`config.mk`:
```
export PLATFORM = sky130hd
export DESIGN_NAME = clk_div_ctrl_flat
export DESIGN_NICKNAME = d
export VERILOG_FILES = /design/src/rtl/clk_div_ctrl_if.sv /design/src/rtl/clk_div_ctrl.sv /design/src/flat_wrapper.sv
export SDC_FILE = /design/constraint.sdc
export NUM_CORES = 1
export LEC_CHECK = 0
export BUFFER_PORTS_ARGS = -buffer_cell sky130_fd_sc_hd__clkbuf_2
export CAP_MARGIN = 10
export CORE_AREA = 2 2 68 70
export CTS_CLUSTER_SIZE = 16
export DETAILED_ROUTE_END_ITERATION = 8
export DIE_AREA = 0 0 70 72
export PLACE_DENSITY = 0.67
export REMOVE_ABC_BUFFERS = 1
export SYNTH_ARGS = -nofsm -noshare
export SYNTH_HDL_FRONTEND = slang
export SYNTH_SLANG_ARGS = --single-unit
export TNS_END_PERCENT = 100
```
`constraint.sdc`:
```
create_clock -name clk -period 5.9 [get_ports clk]
set_input_delay 0.59 -clock clk [delete_from_list [all_inputs] [get_ports clk]]
set_output_delay 0.59 -clock clk [all_outputs]
set_load 0.03 [all_outputs]
```
`src/rtl/clk_div_ctrl_if.sv`:
```
// Control/status bundle between the configuration side and clk_div_ctrl.
// The master side issues run requests and ratio updates; the slave side is the controller.
interface clk_div_ctrl_if #(
  parameter int unsigned WIDTH = 8
);
  logic             en;
  logic             cfg_valid;
  logic [WIDTH-1:0] cfg_div;
  logic             cfg_ready;
  logic             clk_div;
  logic             tick;
  logic             active;
  logic             err;

  modport master (
    output en, cfg_valid, cfg_div,
    input  cfg_ready, clk_div, tick, active, err
  );

  modport slave (
    input  en, cfg_valid, cfg_div,
    output cfg_ready, clk_div, tick, active, err
  );
endinterface

```
`src/rtl/clk_div_ctrl.sv`:
```
// Run-time clock-divider controller: owns the divide ratio and starts, stops and
// re-ratios the divided clock only on period boundaries (the falling toggle).
module clk_div_ctrl #(
  parameter int unsigned WIDTH       = 8,
  parameter int unsigned DEFAULT_DIV = 2
) (
  input logic           clk,
  input logic           reset,
  clk_div_ctrl_if.slave bus
);

  typedef enum logic [1:0] {
    ST_STOP     = 2'd0,
    ST_RUN      = 2'd1,
    ST_STOPPING = 2'd2
  } state_e;

  localparam logic [WIDTH-1:0] DIV_RST = WIDTH'(DEFAULT_DIV);
  localparam logic [WIDTH-1:0] ONE     = {{(WIDTH-1){1'b0}}, 1'b1};
  localparam logic [WIDTH-1:0] ZERO    = {WIDTH{1'b0}};

  state_e           state_q;
  logic [WIDTH-1:0] cur_div_q;
  logic [WIDTH-1:0] pend_div_q;
  logic [WIDTH-1:0] counter_q;
  logic             pend_valid_q;
  logic             clk_div_q;
  logic             tick_q;
  logic             err_q;
  logic             active_q;

  logic             xfer_s;
  logic             cfg_ok_s;
  logic             toggle_s;
  logic             fall_s;

  assign bus.cfg_ready = !pend_valid_q;
  assign bus.clk_div   = clk_div_q;
  assign bus.tick      = tick_q;
  assign bus.active    = active_q;
  assign bus.err       = err_q;

  // Handshake and period-position decode.
  always_comb begin
    xfer_s   = bus.cfg_valid && !pend_valid_q;
    cfg_ok_s = xfer_s && (bus.cfg_div != ZERO);
    toggle_s = (counter_q == cur_div_q);
    fall_s   = toggle_s && clk_div_q;
  end

  // Controller FSM with all outputs registered.
  always_ff @(posedge clk or negedge reset) begin
    if (!reset) begin
      state_q      <= ST_STOP;
      cur_div_q    <= DIV_RST;
      pend_div_q   <= DIV_RST;
      pend_valid_q <= 1'b0;
      counter_q    <= ONE;
      clk_div_q    <= 1'b0;
      tick_q       <= 1'b0;
      err_q        <= 1'b0;
      active_q     <= 1'b0;
    end else begin
      err_q  <= xfer_s && !cfg_ok_s;
      tick_q <= 1'b0;
      case (state_q)
        ST_STOP: begin
          if (cfg_ok_s) begin
            cur_div_q <= bus.cfg_div;
          end
          if (bus.en) begin
            state_q   <= ST_RUN;
            active_q  <= 1'b1;
            counter_q <= ONE;
          end
        end
        ST_RUN, ST_STOPPING: begin
          if ((state_q == ST_RUN) && !bus.en && !clk_div_q) begin
            // Output already idle-low: stop at once, folding in any ratio update.
            state_q      <= ST_STOP;
            active_q     <= 1'b0;
            counter_q    <= ONE;
            pend_valid_q <= 1'b0;
            if (cfg_ok_s) begin
              cur_div_q <= bus.cfg_div;
            end else if (pend_valid_q) begin
              cur_div_q <= pend_div_q;
            end
          end else begin
            if (toggle_s) begin
              counter_q <= ONE;
              clk_div_q <= ~clk_div_q;
              tick_q    <= 1'b1;
            end else begin
              counter_q <= counter_q + ONE;
            end
            if (fall_s && !bus.en) begin
              state_q      <= ST_STOP;
              active_q     <= 1'b0;
              pend_valid_q <= 1'b0;
              if (cfg_ok_s) begin
                cur_div_q <= bus.cfg_div;
              end else if (pend_valid_q) begin
                cur_div_q <= pend_div_q;
              end
            end else begin
              // A ratio accepted on this falling edge waits for the next one.
              if (fall_s && pend_valid_q) begin
                cur_div_q    <= pend_div_q;
                pend_valid_q <= 1'b0;
              end
              if (cfg_ok_s) begin
                pend_div_q   <= bus.cfg_div;
                pend_valid_q <= 1'b1;
              end
              state_q <= bus.en ? ST_RUN : ST_STOPPING;
            end
          end
        end
        default: begin
          state_q      <= ST_STOP;
          active_q     <= 1'b0;
          counter_q    <= ONE;
          clk_div_q    <= 1'b0;
          pend_valid_q <= 1'b0;
        end
      endcase
    end
  end

endmodule
```
`src/flat_wrapper.sv`:
```
// flat-port wrapper written by rule: the top's interface ports become plain ports
module clk_div_ctrl_flat 
#(
  parameter int unsigned WIDTH       = 8,
  parameter int unsigned DEFAULT_DIV = 2
)
  (clk, reset, bus_en, bus_cfg_valid, bus_cfg_div, bus_cfg_ready, bus_clk_div, bus_tick, bus_active, bus_err);
  clk_div_ctrl_if #(.WIDTH(WIDTH)) bus_i ();
  input logic clk;
  input logic reset;
  input wire logic [$bits(bus_i.en)-1:0] bus_en;
  input wire logic [$bits(bus_i.cfg_valid)-1:0] bus_cfg_valid;
  input wire logic [$bits(bus_i.cfg_div)-1:0] bus_cfg_div;
  output wire logic [$bits(bus_i.cfg_ready)-1:0] bus_cfg_ready;
  output wire logic [$bits(bus_i.clk_div)-1:0] bus_clk_div;
  output wire logic [$bits(bus_i.tick)-1:0] bus_tick;
  output wire logic [$bits(bus_i.active)-1:0] bus_active;
  output wire logic [$bits(bus_i.err)-1:0] bus_err;
  assign bus_i.en = bus_en;
  assign bus_i.cfg_valid = bus_cfg_valid;
  assign bus_i.cfg_div = bus_cfg_div;
  assign bus_cfg_ready = bus_i.cfg_ready;
  assign bus_clk_div = bus_i.clk_div;
  assign bus_tick = bus_i.tick;
  assign bus_active = bus_i.active;
  assign bus_err = bus_i.err;
  clk_div_ctrl #(.WIDTH(WIDTH), .DEFAULT_DIV(DEFAULT_DIV)) u_core (.clk(clk), .reset(reset), .bus(bus_i));
endmodule
```
# Word level (Yosys, flattened, before mapping)
# Index checks and enable logic that the tools add are counted.
# word_totals
regBits,31
in_bits,12
output_inout_bits,5
wordCells,76
# classes
addsub,1
n_eq_ne,10
mux,31
bitwise,4
reduce_logical,21
# op_table
cell,n
8-bit two-way mux,9
8-bit case mux with 2 select lines,2
1-bit two-way mux,12
"8-bit by 1-bit adder with 8-bit output, second input constant",1
8-bit equality test,1
1-bit logical AND,8
2-bit two-way mux,4
8-bit nonzero test,1
1-bit case mux with 2 select lines,3
3-bit AND reduction,2
"5-bit by 1-bit inequality test with 1-bit output, second input constant",1
1-bit logical NOT,4
"2-bit by 1-bit inequality test with 1-bit output, second input constant",2
"2-bit inequality test, second input constant",2
"4-bit by 1-bit inequality test with 1-bit output, second input constant",1
1-bit NOT,4
2-bit case mux with 2 select lines,1
2-bit AND reduction,2
4-bit AND reduction,1
"3-bit by 1-bit inequality test with 1-bit output, second input constant",1
"2-bit by 1-bit equality test with 1-bit output, second input constant",1
"2-bit equality test, second input constant",1
2-bit logical NOT,1
2-bit nonzero test,1
2-bit OR reduction,1

# Longest topological paths before layout
# Gate-level depths: netlist of run 1.
# depth
ltp_word,8
depth_mapped,9
ltp_nobuf,7

# Worst setup path after synthesis of run 1
# No wires, ideal clock.
# synth_timing
kind,in2reg
start,input bus_en
end,register u_core.pend_div_q[0]
setup_time_ps,125
arrival_time_ps,1816
slack_ps,3959
stages,5
path_buffers,1
cell_sequence,buf_2 nand2b_1 o21ai_1 nor3_4 mux2_4
# synth_between
elab_chain_len,5
# synth_lines
element,line,rtl
from (decl),flat_wrapper.sv:11,input wire logic [$bits(bus_i.en)-1:0] bus_en;
1-bit logical NOT (*),"clk_div_ctrl.sv:78, clk_div_ctrl.sv:97",
1-bit logical AND (2 in a row),clk_div_ctrl.sv:78,if ((state_q == ST_RUN) && !bus.en && !clk_div_q) begin
1-bit NOT (no source line),n/a,
4-bit AND reduction (no source line) (*),n/a,
to (signal assigned),clk_div_ctrl.sv:113,pend_div_q <= bus.cfg_div;
to (decl),clk_div_ctrl.sv:24,logic [WIDTH-1:0] pend_div_q;
# Every way passes the cells marked *; elsewhere a longest branch is shown, timed or not.
# A chain may end at the register's enable or synchronous reset.

# Worst setup path after layout of run 1
# layout_timing
start,register u_core.state_q[0]
end,register u_core.pend_div_q[7]
# layout_between
elab_chain_len,5
# layout_lines
element,line,rtl
from (decl),clk_div_ctrl.sv:22,state_e state_q;
from (signal assigned),clk_div_ctrl.sv:116,state_q <= bus.en ? ST_RUN : ST_STOPPING;
2-bit by 1-bit equality test with 1-bit output,"clk_div_ctrl.sv:66, clk_div_ctrl.sv:78",
1-bit logical AND (2 in a row),clk_div_ctrl.sv:78,
1-bit NOT (no source line),n/a,
4-bit AND reduction (no source line) (*),n/a,
# Marked as above.

==> impl_metrics.py, run 1 <==
metrics = {
    "status": {
        "status": "finished, final reports clean",
    },
    "drt": {
        "wire_per_inst_um": 15.3,
        "vias": 1644,
        "route.detailed.drc": 0,
        "wirelength_um": 4360,
        "ant_nets": 0,
        "avgViaCountPerCell": 5.79,
        "drt_first_pass_iters": 4,
        "drtIter0Drc": 73,
    },
    "place": {
        "portBuffers": 16,
        "dp_hpwl_um": 3260,
        "gp_congestion": 0.925,
        "postPlaceCellArea_um2": 2160,
    },
    "layout": {
        "syn2layout_area_growth_pct": 8.46,
        "drive_gt1_share_pct": 22.0,
        "final_area_um2": 2250,
        "nNetsFinal": 248,
        "diodes": 0,
    },
    "logic_synthesis": {
        "ys_warn_count": 0,
        "synth_edf_count": 0,
        "synth_top_area_share_pct": 33.8,
        "ys_seq_area_share_pct": 37.6,
        "syn_inst": 221,
        "synth_area_um2": 2070,
        "ys_ff_latch": 31,
        "syn_avg_cell_area_um2": 9.37,
        "synth_top_area_cell": "dfrtp_1",
        "async_flop_share_pct": 100,
        "synth_area_leaders": "dfrtp_1 (34%), mux2_4 (5.1%), a31oi_1 (4.8%), xnor2_1 (4.7%), a21oi_1 (4.6%)",
        "synth-main-ff-cell": "dfrtp_1",
        "synth_cell_type_count": 45,
    },
    "job": {
        "drv_cap": 0,
    },
    "clocking": {
        "cts-hold-fix-buffers": 0,
        "cts_made_buffers": 5,
        "cts_max_path_buffers": 2,
        "clk-insertion-delay-late_ns": 0.28,
        "h-tree-depth": 2,
        "cts_tree": "built",
        "cts_setup_buffers": 0,
        "clkSinkCount": 31,
        "clk_pin_slew_worst_paths_ns": 0.07,
        "postCtsResizedCells": 0,
        "cts_root_buf": "clkbuf_8",
    },
    "die": {
        "die_w_um": 70,
        "initial_utilization_pct": 48.6,
        "rows": 24,
        "die_y_um": 72,
        "ios": 17,
        "die_area_um2": 5040,
        "core_area_um2": 4260,
    },
    "power_and_ir_drop": {
        "power.density_nw_per_um2": 558,
        "power.share.clock_pct": 13.3,
        "ir_worst_vdd_mv": 0.304,
        "combPwrFrac_pct": 56.0,
        "p_int_uw": 712,
        "p_seq_share_pct": 30.7,
        "switchingPower_uw": 541,
        "p_leak_uw": 0.000919,
        "sw_frac_of_total_pct": 43.2,
    },
    "global_routing": {
        "grt_pass1_wl_um": 7740,
        "grt_pass1_vias": 1565,
        "grt_max_degree": 32,
        "gr-total-overflow": 0,
        "antenna_found_initial": 0,
        "track_usage_pct": 18.9,
    },
    "timing": {
        "worst_slew_pin_slew_ns": 0.787,
        "period_share_pct": 44.5,
        "finalMaxSlewViolations": 0,
        "rsz0062_at_grt": "false",
        "slew_headroom_pct": 47.5,
        "finalCriticalPeriod_ns": 2.63,
        "finalSetupTns_ns": 0,
        "timing.fmax_mhz": 381,
        "fin_skew_ns": 0.00653,
        "finalSetupViolations": 0,
        "hold_viol_final": 0,
    },
    "worst_setup_path": {
        "worstSetupPathType": "reg -> reg",
        "cp.required_ns": 6.06,
        "cp_data_arrival_time_ns": 2.78,
        "cp_max_fo": 26,
        "cp-end-kind": "flop",
        "start_kind": "flop",
        "r2r_setup_slack_ns": 3.27,
    },
    "worst_hold_path": {
        "hold_path.class": "in -> async",
    },
}
[metrics by stage]
stage / util [%] / hold WS (ns) / std cells / power (uW) / setup WS, ns
after floorplan: - / 0.294 / 209 / 939 / 3.65
after global placement: 50.6 / 0.492 / 277 / 1080 / 3.39
after detailed placement: 50.6 / 0.487 / 277 / 1090 / 3.28
after CTS: 52.7 / 0.405 / 284 / 1260 / 3.28
after global routing: 52.7 / 0.448 / 284 / 1370 / 3.05
final: 52.7 / 0.386 / 284 / 1250 / 3.27
[critical path: stages (launching register included)]
cell,delay (ns)
dfrtp_1,0.38
inv_1,0.07
ha_1,0.76
o21ai_1,0.36
nor3_4,0.59
mux2_4,0.35
[cells by family after synthesis]
group,Yosys count,share of synthesized area (%)
flops,31,37.6
compound gates,66,23.0
simple gates,78,21.5
mux,7,5.08
fa+ha+maj,4,2.42
buf+inv,21,4.41
xor+xnor,14,5.92
[state kept, by name, indices dropped and copies added (netlist names)]
signal,cells
u_core.counter_q,8
u_core.cur_div_q,8
u_core.pend_div_q,8
u_core.state_q,2
u_core.bus.active,1
u_core.bus.clk_div,1
u_core.bus.err,1
u_core.bus.tick,1
u_core.pend_valid_q,1
[placed cells by master (no fill, tap or decap), drive strengths merged, types with 5 or more instances in the layout]
cell    netlist  routed
nand2        22      22
or2           7       7
nand4         5       5
dfrtp        28      28
xnor2        11      11
a21oi        20      20
nor2         14      14
a31oi        16      16
o32ai        10      10
nand3         5       5
a211o         7       7
nand2b       11      11
clkbuf        7      22
mux2          7       7
inv           9       9
[metal layers]
metal / share of wire [%] / up-vias / wire length (um) / global-route usage [%]
li1: - / 835 / - / -
met5: 0 / - / 0 / 0
met2: 46 / 38 / 2000 / 30.2
met3: 3.8 / 2 / 166 / 3.33
met1: 50 / 769 / 2170 / 26.8
met4: 0.51 / 0 / 22 / 5.13
[worst paths after layout]
kind / from / to / depth (start not counted)
min in group clk: u_core.pend_div_q[4]$_DFFE_PN0P_ / u_core.pend_div_q[4]$_DFFE_PN0P_ / 1
max reg2reg: u_core.state_q[0]$_DFFE_PN0P_ / u_core.pend_div_q[7]$_DFFE_PN0P_ / 5
max: u_core.state_q[0]$_DFFE_PN0P_ / u_core.pend_div_q[7]$_DFFE_PN0P_ / 5
max in group asynchronous: reset / u_core.pend_div_q[0]$_DFFE_PN0P_ / 1
min: reset / u_core.state_q[0]$_DFFE_PN0P_ / 1
min reg2reg: u_core.pend_div_q[4]$_DFFE_PN0P_ / u_core.pend_div_q[4]$_DFFE_PN0P_ / 1
[power by group through the flow]
stage	combinational, uW	clock (uW)	sequential [uW]
floorplan	570	0	370
global placement	690	0	387
detailed placement	700	0	389
CTS	701	171	386
global route	789	179	398
finish	702	166	385
[final cells by class]
cell class                      count  area [um^2]
Inverter                            9         33.8
Clock buffer                        6         82.6
Fill cell                         406         2020
Clock inverter                      1         5.00
Tap cell                           52         65.1
Timing Repair Buffer               16         80.1
Sequential cell                    31          779
Multi-Input combinational cell    169         1200
[synth_stat cells, drive strengths merged, types with 2 or more instances]
cell / instances
nand2: 22
nor4: 2
o21a: 2
nor4b: 2
o2bb2ai: 2
a211o: 7
a21oi: 20
nand3: 5
o21ai: 2
inv: 9
a31oi: 16
nor2: 14
nand4: 5
o211ai: 2
or2: 7
ha: 4
dfrtp: 28
mux2: 7
nor2b: 2
dfstp: 3
o32ai: 10
clkbuf: 7
a221oi: 2
nand2b: 11
xnor2: 11
nor3: 4
and4: 2
buf: 5
xor2: 3
No activity file was read; power rests on OpenSTA's default activity.
==> run 2, diff against run 1 <==
--- a/config.mk
+++ b/config.mk
@@ -11,7 +11,7 @@
 export CTS_CLUSTER_SIZE = 16
 export DETAILED_ROUTE_END_ITERATION = 8
 export DIE_AREA = 0 0 70 72
-export PLACE_DENSITY = 0.67
+export PLACE_DENSITY = 0.69
 export REMOVE_ABC_BUFFERS = 1
 export SYNTH_ARGS = -nofsm -noshare
 export SYNTH_HDL_FRONTEND = slang
==> constraint.sdc (replaced) <==
create_clock -name clk -period 2.2 [get_ports clk]
set_input_delay 0.22 -clock clk [delete_from_list [all_inputs] [get_ports clk]]
set_output_delay 0.22 -clock clk [all_outputs]
set_load 0.03 [all_outputs]
==> impl_metrics.py, run 2 (same netlist as run 1, synthesis figures left out) <==
metrics = {
    "timing": {
        "finalCriticalPeriod_ns": 2.04,
        "fin_skew_ns": 0.00775,
        "finalSetupViolations": 0,
        "hold_viol_final": 0,
        "finalSetupTns_ns": 0,
        "worst_slew_pin_slew_ns": 0.792,
        "slew_headroom_pct": 47.2,
        "period_share_pct": 92.7,
        "timing.fmax_mhz": 490,
        "finalMaxSlewViolations": 0,
    },
    "die": {
        "initial_utilization_pct": 48.6,
        "rows": 24,
        "ios": 17,
        "die_area_um2": 5040,
        "die_y_um": 72,
        "die_w_um": 70,
        "core_area_um2": 4260,
    },
    "power_and_ir_drop": {
        "power_uw": 3660,
        "switchingPower_uw": 1520,
        "sw_frac_of_total_pct": 41.6,
        "p_seq_share_pct": 27.4,
        "ir_worst_vdd_mv": 0.615,
        "p_leak_uw": 0.000977,
        "combPwrFrac_pct": 56.8,
        "p_int_uw": 2140,
        "power.density_nw_per_um2": 1560,
        "power.share.clock_pct": 15.8,
    },
    "layout": {
        "final_area_um2": 2350,
        "final_cell_mix": "dfrtp_1 (28), nand2_1 (22), a21oi_1 (19), a31oi_1 (16), clkbuf_2 (16)",
        "diodes": 0,
        "syn2layout_area_growth_pct": 13.3,
        "nNetsFinal": 257,
        "reg_top3": "u_core.counter_q x8, u_core.cur_div_q x8, u_core.pend_div_q x8",
        "final_common_cell": "dfrtp_1",
        "drive_gt1_share_pct": 25.6,
        "final.fill_count": 406,
    },
    "clocking": {
        "clk-insertion-delay-late_ns": 0.28,
        "cts_tree": "built",
        "postCtsResizedCells": 0,
        "h-tree-depth": 2,
        "cts_made_buffers": 5,
        "cts_max_path_buffers": 2,
        "clk_pin_slew_worst_paths_ns": 0.07,
        "cts_root_buf": "clkbuf_8",
        "clkSinkCount": 31,
        "cts-hold-fix-buffers": 0,
        "cts_setup_buffers": 0,
    },
    "global_routing": {
        "grtUsageMet1_pct": 29.4,
        "busiest_layer": "met2",
        "grt_pass1_wl_um": 8470,
        "grt_pass1_vias": 1738,
        "grt_max_degree": 32,
        "track_usage_pct": 21.1,
        "use_met3_pct": 4.31,
        "antenna_found_initial": 0,
        "gr-total-overflow": 0,
        "use_met2_pct": 34.0,
    },
    "drt": {
        "wirelength_um": 4690,
        "vias": 1736,
        "wire_per_inst_um": 16.0,
        "drtIter0Drc": 98,
        "route.detailed.drc": 0,
        "drt_first_pass_iters": 4,
        "ant_nets": 0,
        "avgViaCountPerCell": 5.90,
    },
    "job": {
        "drv_cap": 0,
    },
    "place": {
        "dp_hpwl_um": 3480,
        "postPlaceCellArea_um2": 2230,
        "gp_congestion": 0.910,
        "portBuffers": 16,
    },
    "status": {
        "status": "finished, final reports clean",
    },
    "worst_hold_path": {
        "hold_path.class": "in -> async",
    },
    "worst_setup_path": {
        "cp-end-kind": "flop",
        "worstSetupPathType": "reg -> reg",
        "cp_max_fo": 9,
        "cp.required_ns": 2.37,
        "cp_data_arrival_time_ns": 2.21,
        "start_kind": "flop",
    },
}
run 2: cell count changes in the layout (fill, tap and decap cells not counted), sizes merged:
| cell | before | now |
|---|---|---|
| buf | 0 | 9 |
| bufinv | 0 | 1 |
run 2: metal layers:
| metal | share of wire [%] | wire, um |
|---|---|---|
| met3 | 3.8 | 176 |
| met2 | 47 | 2200 |
| met1 | 49 | 2290 |
| met4 | 0.53 | 25 |
| met5 | 0 | 0 |
run 2: worst paths after layout:
check,startpoint,end,slack [ns],cells past startpoint
min in group clk,bus_cfg_div[1],u_core.cur_div_q[1]$_DFFE_PN1P_,0.23,3
max,u_core.state_q[1]$_DFFE_PN0P_,u_core.pend_div_q[5]$_DFFE_PN0P_,0.16,5
min reg2reg,u_core.pend_div_q[4]$_DFFE_PN0P_,u_core.pend_div_q[4]$_DFFE_PN0P_,0.51,1
max reg2reg,u_core.state_q[1]$_DFFE_PN0P_,u_core.pend_div_q[5]$_DFFE_PN0P_,0.16,5
min,reset,u_core.state_q[1]$_DFFE_PN0P_,0.01,1
max in group asynchronous,reset,u_core.counter_q[2]$_DFFE_PN0P_,1.68,1
run 2: stage by stage:
stage / setup slack (ns) / hold WS (ns) / std cells / util (%)
global route: -0.00252 / 0.0771 / 294 / 55.0
finish: 0.160 / 0.0101 / 294 / 55.0
floorplan: -0.0518 / -0.0756 / 209 / -
CTS: 0.178 / 0.0389 / 294 / 55.0
detailed placement: 0.199 / 0.353 / 286 / 52.2
global placement: 0.239 / 0.339 / 286 / 52.2
run 2: power groups by stage:
stage / sequential (uW) / combinational, uW / clock (uW)
finish: 1000 / 2080 / 580
global route: 1040 / 2340 / 621
CTS: 1000 / 2080 / 595
detailed placement: 1010 / 2070 / 0
global placement: 1010 / 2040 / 0
floorplan: 991 / 1530 / 0
run 2: worst max-delay path: stages, from the launching register on:
cell     delay (ns)
dfrtp_1        0.39
inv_1          0.08
ha_1           0.39
o21ai_1        0.16
nor3_4         0.56
mux2_4         0.35
run 2: layout make-up:
type	instances	area, um^2	area share, %
multi-input cells	169	1200	51.3
flip-flops and latches	31	779	33.2
repair buffers	25	148	6.29
clock buffers	6	82.6	3.52
well taps	52	65.1	2.77
clock inverters	2	35.0	1.49
inverters	9	33.8	1.44
==> run 3, diff against run 2 <==
--- a/config.mk
+++ b/config.mk
@@ -7,11 +7,11 @@
 export LEC_CHECK = 0
 export BUFFER_PORTS_ARGS = -buffer_cell sky130_fd_sc_hd__clkbuf_2
 export CAP_MARGIN = 10
-export CORE_AREA = 2 2 68 70
+export CORE_AREA = 2 2 75 63
 export CTS_CLUSTER_SIZE = 16
 export DETAILED_ROUTE_END_ITERATION = 8
-export DIE_AREA = 0 0 70 72
-export PLACE_DENSITY = 0.69
+export DIE_AREA = 0 0 77 65
+export PLACE_DENSITY = 0.7
 export REMOVE_ABC_BUFFERS = 1
 export SYNTH_ARGS = -nofsm -noshare
 export SYNTH_HDL_FRONTEND = slang
==> impl_metrics.py, run 3 (same netlist as run 1, synthesis figures left out) <==
metrics = {
    "drt": {
        "ant_nets": 0,
        "drtIter0Drc": 147,
        "wirelength_um": 4750,
        "drt_first_pass_iters": 4,
        "route.detailed.drc": 0,
        "wire_per_inst_um": 15.7,
        "vias": 1747,
        "avgViaCountPerCell": 5.78,
    },
    "place": {
        "gp_congestion": 0.843,
        "placedCellCount": 294,
        "postPlaceCellArea_um2": 2240,
        "portBuffers": 16,
        "dp_hpwl_um": 3410,
        "pre_cts_ws_ns": 0.159,
    },
    "global_routing": {
        "gr-total-overflow": 0,
        "grt_max_degree": 32,
        "track_usage_pct": 21.1,
        "grt_pass1_wl_um": 8290,
        "antenna_found_initial": 0,
        "grt_pass1_vias": 1649,
    },
    "die": {
        "die_area_um2": 5010,
        "die_y_um": 65,
        "core_area_um2": 4350,
        "initial_utilization_pct": 47.6,
        "die_w_um": 77,
        "rows": 22,
        "ios": 17,
    },
    "status": {
        "violations": "negative hold slack",
        "status": "finished with violations",
    },
    "clocking": {
        "clkSinkCount": 31,
        "cts_made_buffers": 5,
        "clk_pin_slew_worst_paths_ns": 0.07,
        "cts_root_buf": "clkbuf_8",
        "clk-insertion-delay-late_ns": 0.29,
        "cts_max_path_buffers": 2,
        "h-tree-depth": 2,
        "cts_tree": "built",
        "cts-hold-fix-buffers": 0,
    },
    "worst_setup_path": {
        "cp_data_arrival_time_ns": 2.18,
        "cp.required_ns": 2.37,
        "timing.rr.start": "u_core.state_q[0]$_DFFE_PN0P_",
        "worstSetupPathType": "reg -> reg",
        "reg2reg_depth": 5,
        "r2r_setup_slack_ns": 0.19,
        "start_kind": "flop",
        "cp-end-kind": "flop",
        "regToRegEndpoint": "u_core.pend_div_q[0]$_DFFE_PN0P_",
        "cp_max_fo": 9,
    },
    "layout": {
        "syn2layout_area_growth_pct": 13.2,
        "diodes": 0,
        "reg_top3": "u_core.counter_q x8, u_core.cur_div_q x8, u_core.pend_div_q x8",
        "drive_gt1_share_pct": 24.8,
        "fin_cells": 302,
        "final_common_cell": "dfrtp_1",
        "final_cell_mix": "dfrtp_1 (28), nand2_1 (22), a21oi_1 (19), a31oi_1 (16), clkbuf_2 (16)",
        "nNetsFinal": 257,
        "final_area_um2": 2340,
    },
    "power_and_ir_drop": {
        "ir_worst_vdd_mv": 0.661,
        "power.density_nw_per_um2": 1540,
        "p_leak_uw": 0.000968,
        "power_uw": 3610,
    },
    "timing": {
        "finalSetupViolations": 0,
        "finalMaxSlewViolations": 0,
        "slew_headroom_pct": 48.4,
        "worst_slew_pin_slew_ns": 0.775,
        "finalCriticalPeriod_ns": 2.01,
        "rsz0062_at_grt": "false",
        "fin_skew_ns": 0.00847,
        "setup_ws_ns": 0.191,
        "hold_viol_final": 5,
        "holdWs_ns": -0.00319,
        "period_share_pct": 91.3,
        "timing.fmax_mhz": 498,
    },
    "job": {
        "drv_cap": 0,
    },
    "worst_hold_path": {
        "hold_path.class": "in -> async",
    },
}
==> run 3: metal layers <==
layer | wire length, um | up-vias | GRT usage (%)
met2 | 2100 | 58 | 31.9
li1 | - | 857 | -
met3 | 297 | 9 | 4.18
met5 | 0 | - | 0
met4 | 82 | 0 | 7.81
met1 | 2270 | 823 | 29.9
==> run 3: worst max-delay path by stage <==
stage,start,end,slack [ns],cells after the start
floorplan,u_core.state_q[0]$_DFFE_PN0P_,u_core.pend_div_q[0]$_DFFE_PN0P_,-0.05,5
global placement,u_core.state_q[0]$_DFFE_PN0P_,u_core.pend_div_q[7]$_DFFE_PN0P_,0.24,5
detailed placement,u_core.state_q[0]$_DFFE_PN0P_,u_core.pend_div_q[6]$_DFFE_PN0P_,0.16,5
CTS,u_core.state_q[0]$_DFFE_PN0P_,u_core.pend_div_q[7]$_DFFE_PN0P_,0.13,5
global route,u_core.state_q[1]$_DFFE_PN0P_,u_core.counter_q[6]$_DFFE_PN0P_,0.06,8
finish,u_core.state_q[0]$_DFFE_PN0P_,u_core.pend_div_q[0]$_DFFE_PN0P_,0.19,5
==> run 3: power by group <==
group	internal (uW)	total (uW)	switching (uW)
logic	960	2100	1140
registers	814	1020	204
clock network	285	499	213
==> run 3: layout make-up <==
cell class              instances  area, um^2
inverters                       9        33.8
well taps                      60        75.1
flip-flops and latches         31         779
clock buffers                   8         100
fillers                       413        2010
repair buffers                 25         148
multi-input cells             169        1210
==> run 3: through the flow <==
stage | hold WS, ns | utilization, % | setup TNS, ns
floorplan | -0.0756 | - | -0.321
global route | 0.0562 | 53.9 | 0
finish | -0.00319 | 53.9 | 0
detailed placement | 0.334 | 51.4 | 0
CTS | 0.0268 | 53.7 | 0
global placement | 0.338 | 51.4 | 0
==> run 3: critical path, stage by stage (launching register included) <==
cell	delay, ns
dfrtp_1	0.39
inv_1	0.07
ha_1	0.40
o21ai_1	0.17
nor3_4	0.51
mux2_4	0.35
==> run 3: repair_timing <==
action | in CTS | in global routing
setup endpoints to repair | 0 | 17
endpoints found under the hold margin | 0 | 0
gates resized for setup | 0 | 1
setup buffers | 0 | 0
